===== config.mk =====
export PLATFORM = sky130hd
export DESIGN_NAME = axi_reorder_id_tracker
export DESIGN_NICKNAME = d
export VERILOG_FILES = /design/src/rtl/axi_reorder_id_tracker.sv
export SDC_FILE = /design/constraint.sdc
export NUM_CORES = 2
export LEC_CHECK = 0
export ABC_AREA = 1
export BUFFER_PORTS_ARGS = -buffer_cell sky130_fd_sc_hd__clkbuf_2
export CAP_MARGIN = 15
export CORE_MARGIN = 2
export CORE_UTILIZATION = 40
export DETAILED_ROUTE_END_ITERATION = 10
export GPL_ROUTABILITY_DRIVEN = 0
export HOLD_SLACK_MARGIN = 0.05
export PLACE_DENSITY = 0.64
export RECOVER_POWER = 50
export SLEW_MARGIN = 20
export SYNTH_ARGS = -nofsm -noshare
export SYNTH_HDL_FRONTEND = slang
export SYNTH_SLANG_ARGS = --single-unit

===== constraint.sdc =====
create_clock -name clk_i -period 6.01 [get_ports clk_i]
set_input_delay 0.9015 -clock clk_i [delete_from_list [all_inputs] [get_ports clk_i]]
set_output_delay 0.9015 -clock clk_i [all_outputs]
set_load 0.005 [all_outputs]

===== src/rtl/axi_reorder_id_tracker.sv =====
// One FIFO per AXI ID holding outstanding-transaction entries; head, empty and
// full are reported for the IDs currently addressed by the pop and push ports.
module axi_reorder_id_tracker #(
  parameter type         entry_t = logic,
  parameter int unsigned IdWidth = 4,
  parameter int unsigned Depth   = 32
) (
  input  logic               clk_i,
  input  logic               rst_ni,
  input  logic               push_i,
  input  logic [IdWidth-1:0] push_id_i,
  input  entry_t             push_data_i,
  input  logic               pop_i,
  input  logic [IdWidth-1:0] pop_id_i,
  output entry_t             head_o,
  output logic               empty_o,
  output logic               full_o,
  output logic               all_empty_o
);
  localparam int unsigned NumIds = 2**IdWidth;
  localparam int unsigned PtrW   = (Depth > 1) ? $clog2(Depth) : 1;
  localparam int unsigned CntW   = $clog2(Depth + 1);

  logic [NumIds-1:0] empty_vec, full_vec;
  entry_t            head_vec [NumIds];

  function automatic logic [PtrW-1:0] nxt(input logic [PtrW-1:0] p);
    return (p == PtrW'(Depth - 1)) ? '0 : p + 1'b1;
  endfunction

  for (genvar i = 0; i < NumIds; i++) begin : g_id
    entry_t          mem [Depth];
    logic [PtrW-1:0] wr_ptr, rd_ptr;
    logic [CntW-1:0] cnt;
    logic            do_push, do_pop;

    // A push into a full FIFO is dropped; the top flags it as an overflow.
    assign do_push     = push_i && (push_id_i == IdWidth'(i)) && !full_vec[i];
    assign do_pop      = pop_i && (pop_id_i == IdWidth'(i)) && !empty_vec[i];
    assign empty_vec[i] = (cnt == '0);
    assign full_vec[i]  = (cnt == CntW'(Depth));
    assign head_vec[i]  = mem[rd_ptr];

    always_ff @(posedge clk_i) begin
      if (!rst_ni) begin
        wr_ptr <= '0;
        rd_ptr <= '0;
        cnt    <= '0;
      end else begin
        if (do_push) begin
          mem[wr_ptr] <= push_data_i;
          wr_ptr      <= nxt(wr_ptr);
        end
        if (do_pop) rd_ptr <= nxt(rd_ptr);
        if (do_push != do_pop) cnt <= do_push ? cnt + 1'b1 : cnt - 1'b1;
      end
    end
  end

  assign head_o      = head_vec[pop_id_i];
  assign empty_o     = empty_vec[pop_id_i];
  assign full_o      = full_vec[push_id_i];
  assign all_empty_o = &empty_vec;

endmodule


# Word level (Yosys, flattened, before mapping)
# Memories as Yosys holds them, arrays and structs flattened. A register that Yosys moved wholly into a read port is not among the register bits.
# Cells that the tools add are included.
# op_classes
reduce_logical	115
bitwise_logic	1
n_addsub	64
magnitude_cmp	3
eq_ne	94
muxes	135
# ops
cell	n
$mux 5	64
$add 5x1->5 const B	32
$eq 5x5->1 const B	32
$add 6x1->6 const B	16
$eq 6x6->1 const B	16
$logic_not 6->1	16
$mux 6	16
$sub 6x1->6 const B	16
$eq 4x4->1 const B	16
$logic_and 1x1->1	64
$mux 1	52
$eq 4x3->1 const B	8
$logic_not 1->1	32
$eq 4x2->1 const B	4
$ne 1x1->1	16
$reduce_and 16->1	1
$bmux 1 s4	3
$lt 4x5->1 const B	2
$eq 4x1->1 const B	2
$logic_not 4->1	2
$ge 5x5->1 const B	1
$not 4->5	1
# totals
memories	16
ram_bits	512
ff_bits	256
output_inout_bits	4
# memory_table
memory	depth	width	rd	rd_clocked_by_memory_dff	wr	line	rtl
g_id[0].mem	32	1	1	1	1	32	entry_t mem [Depth];
g_id[10].mem	32	1	1	1	1	32	
g_id[11].mem	32	1	1	1	1	32	
g_id[12].mem	32	1	1	1	1	32	
g_id[13].mem	32	1	1	1	1	32	
g_id[14].mem	32	1	1	1	1	32	
+10 memories	--	--	--	--	--	--	

# Logic depth before layout (Yosys ltp)
# logic_depth
word_depth	6
mapped_depth	17

# Worst setup path before layout
# No wires, ideal clock.
# synth_path
path_kind	input to register
from	input push_id_i[3]
to	register g_id[2].cnt[5]
t_arrival_ns	2.755
setup_slack_ns	3.135
n_path_buf	0
stages	13
setup_time_ns	0.120
cell_sequence	or2_1 > nor2_1 > nand2_1 > ha_1 > a21oi_1 > nand2_1 > a21o_1 > a21oi_1 > nand2_1 > o21ai_1 > inv_2 > o21ai_1 > a21oi_1
# synth_between
elab_chain_len	4
# synth_rtl
item	line	rtl
start, declared	11	input logic [IdWidth-1:0] push_id_i,
$eq 4x2->1 *	38	assign do_push = push_i && (push_id_i == IdWidth'(i)) && !full_vec[i];
$logic_and 1x1->1 * (2 in series)	38	
$mux 6 or $ne 1x1->1 (tied branches)	55	if (do_push != do_pop) cnt <= do_push ? cnt + 1'b1 : cnt - 1'b1;
end signal, assigned	55	
end, declared	34	logic [CntW-1:0] cnt;
# Every way passes the cells marked *; elsewhere a longest branch is shown, timed or not.
# A chain may end at the register's enable or synchronous reset.

# Worst setup path in the final report
# layout_path
from	input push_data_i
to	memory g_id[2].mem[31] (netlist bit), data pin
# layout_rtl
item	line	rtl
start, declared	12	input entry_t push_data_i,
end, declared	32	
# Straight into the memory's write port.

==> results.py <==
metrics = {
    "status": {
        "status": "finished, violations left",
        "violations": "max-capacitance violations, max-slew violations",
    },
    "grt": {
        "grt_max_degree": 195,
        "antenna_found_initial": 6,
        "grt_pass1_vias": 29100,
        "grt_pass1_wl_um": 146000,
        "grtUsageTotal": 0.172,
        "globalRouteOverflowTotal": 0,
    },
    "synthesis": {
        "synth_area_leaders": "edfxtp_1 38%, dfxtp_1 17%, nand2_1 9.3%",
        "netlist_instances": 4533,
        "synth_edf_count": 512,
        "async_flop_share": 0,
        "synth.distinct_cells": 40,
        "yosysTopAreaCellShare": 0.383,
        "seq_area_frac_synth": 0.551,
        "ys_seq_elements": 848,
        "yosysWarnings": 0,
        "synth.largest_area_cell": "edfxtp_1",
        "ys.flop_type": "edfxtp_1",
        "netlist_area_um2": 40100,
        "synth_nets": 4742,
        "syn_area_per_cell_um2": 8.84,
    },
    "job": {
        "cap_violations": 1,
    },
    "power": {
        "power_density_nw_per_um2": 282,
        "ir_drop_v": 0.000281,
        "power_mw": 12.5,
        "leakagePower_nw": 16.4,
    },
    "timing": {
        "fmax_mhz": 216,
        "holdWs_ns": 0.481,
        "final.period_utilization": 0.770,
        "rsz0062_at_grt": "no",
        "slew_viol_final": 146,
        "post-route-min-period_ns": 4.63,
        "setup-violations-final": 0,
        "tightest_slew_ns": 4.79,
        "finalClockSkew_ns": 0.0346,
        "tns_ns": 0,
        "hold_viol_final": 0,
        "slew_headroom": -2.19,
    },
    "detailed_routing": {
        "wl_per_cell_um": 15.0,
        "routed_wl_um": 89100,
        "firstDrtPassIters": 6,
        "vias_per_cell": 5.11,
        "via_count": 30300,
        "drtIter0Drc": 2363,
        "drcViolationCount": 0,
        "drtAntennaViolNets": 0,
    },
    "clock_tree": {
        "clk_path_buf_depth": 3,
        "cts_inserted_buffers": 91,
        "htreeDepth": 3,
        "cts_resized": 0,
        "holdBufCountCts": 0,
        "cts_sinks": 848,
        "post_cts.repair.setup_buffers": 0,
        "cts_tree": "yes",
        "clk_latency_ns": 0.67,
        "root_buffer": "clkbuf_16",
        "path_clk_slew_ns": 0.06,
    },
    "placement": {
        "portBuffers": 16,
        "hpwl_um": 59700,
        "place_area_um2": 41500,
    },
    "setup_path": {
        "cp_slowest_stage_delay_ns": 3.23,
        "crit_required_ns": 5.78,
        "crit_fanout": 147,
        "rr_startpoint": "g_id[0].cnt[0]",
        "r2r-end": "g_id[0].cnt[5]",
        "end_kind": "flop",
        "path_class": "input port to flop",
        "critPathBufInv": 1,
        "reg2reg_slack_ns": 2.54,
        "crit_path_top_delay_cell": "dlymetal6s2s_1",
        "crit_family": "buffers and inverters",
        "crit_arrival_ns": 4.39,
        "worstRegToRegCells": 15,
        "crit_path_cell_trace": "dlymetal6s2s_1",
        "cp-start-kind": "input port",
    },
    "floorplan": {
        "num_io_pins": 17,
        "die_h_um": 321,
        "start_util": 0.402,
        "core_um2": 99700,
        "rows": 116,
        "die_area_um2": 103000,
        "die_w_um": 321,
    },
    "cells_and_area": {
        "final_common_cell": "nand2_1",
        "regArea_um2": 22100,
        "area_delta_synth_final_pct": 10.8,
        "drive_gt1_frac": 0.0404,
        "post-route-cell-area_um2": 44400,
        "multi_input_area_um2": 16200,
        "nNetsFinal": 4763,
        "fillers": 9516,
        "final_cell_mix": "1,006 x nand2_1, 796 x nor2_1, 627 x nand3_1, 512 x edfxtp_1, 336 x dfxtp_1",
    },
    "worst_hold_path": {
        "hold_path.class": "flop to flop",
        "hold_depth": 1,
        "min-delay-start": "g_id[9].cnt[5]",
        "hold_end": "g_id[9].cnt[5]",
    },
}
per-layer routing:
| layer | up-vias | part of all wire | global-route usage | routed length (µm) |
|---|---|---|---|---|
| met5 | - | 0.00058 | 0 | 52 |
| met4 | 8 | 0.027 | 0.0596 | 2440 |
| met3 | 158 | 0.058 | 0.0341 | 5150 |
| met2 | 664 | 0.46 | 0.286 | 41400 |
| met1 | 14200 | 0.45 | 0.224 | 40100 |
| li1 | 15300 | - | - | - |
logic make-up after synthesis:
logic type / after synthesis / synth area share
fa+ha+maj: 196 / 0.0642
compound gates: 396 / 0.0519
simple gates: 2568 / 0.271
buf+inv: 430 / 0.0414
xor+xnor: 95 / 0.0208
flops: 848 / 0.551
how the worst max path moves through the flow:
stage | to | cells past startpoint | slack (ns) | from
after floorplan | g_id[2].cnt[5] | 13 | 3.13 | push_id_i[3]
after global placement | head_o | 14 | 2.28 | flop
after detailed placement | head_o | 14 | 2.28 | flop
after CTS | head_o | 14 | 1.51 | flop
after global routing | g_id[2].mem[29] | 1 | 0.87 | push_data_i
final | g_id[2].mem[31] | 1 | 1.38 | push_data_i
synthesized netlist by cell type (7+ instances only):
master,instances
edfxtp_1,512
fa_1,16
nand2_1,998
nor2_2,7
o21ai_0,104
inv_2,36
inv_1,301
nand3_1,627
xnor2_1,42
a21oi_1,170
o21ai_1,82
o31ai_1,11
clkbuf_1,55
nor2_1,793
nor3_1,55
nand2_2,22
o22ai_1,15
nand3b_1,8
buf_2,35
nor3_4,9
nand4_1,32
dfxtp_1,336
xor2_1,53
ha_1,180
state kept, by name, summed over array words and instances, names as in the netlist, named ones only:
register and cells:
g_id.cnt 96, g_id.mem 512, g_id.rd_ptr 80, g_id.wr_ptr 80
layout make-up:
cell class / instances / area share
repair buffers: 21 / 0.00369
diodes: 3 / 0.000169
inverters: 337 / 0.0285
clock inverters: 26 / 0.00482
clock buffers: 146 / 0.0641
well taps: 1298 / 0.0366
multi-input cells: 3255 / 0.365
flip-flops and latches: 848 / 0.498
where the power goes:
group          switching [mW]  internal (mW)  leakage (nW)
Sequential             0.0568           6.21          7.31
Clock                    2.30           3.33          1.51
Combinational           0.416          0.198          7.57
through the flow:
stage / setup slack [ns] / util / cells
after global routing: 0.869 / 0.445 / 5932
after detailed placement: 2.28 / 0.416 / 5759
after floorplan: 3.13 / - / 4533
final: 1.38 / 0.445 / 5934
after CTS: 1.51 / 0.447 / 5931
after global placement: 2.28 / 0.416 / 5759
worst reg2reg max path, stage by stage (launching register included):
cell and delay [ns]:
dfxtp_1 0.43, nor2_1 0.08, nand2_1 0.09, nor3_1 0.07, nor3_1 0.77, inv_1 0.51, ha_1 0.49, a21oi_1 0.16
nand2_1 0.10, nand2_1 0.07, nand2_1 0.05, a21oi_1 0.15, nand2_1 0.07, o21ai_1 0.13, o21ai_1 0.09, a21oi_1 0.14
Note: power is estimated with default switching activity, not from simulation.
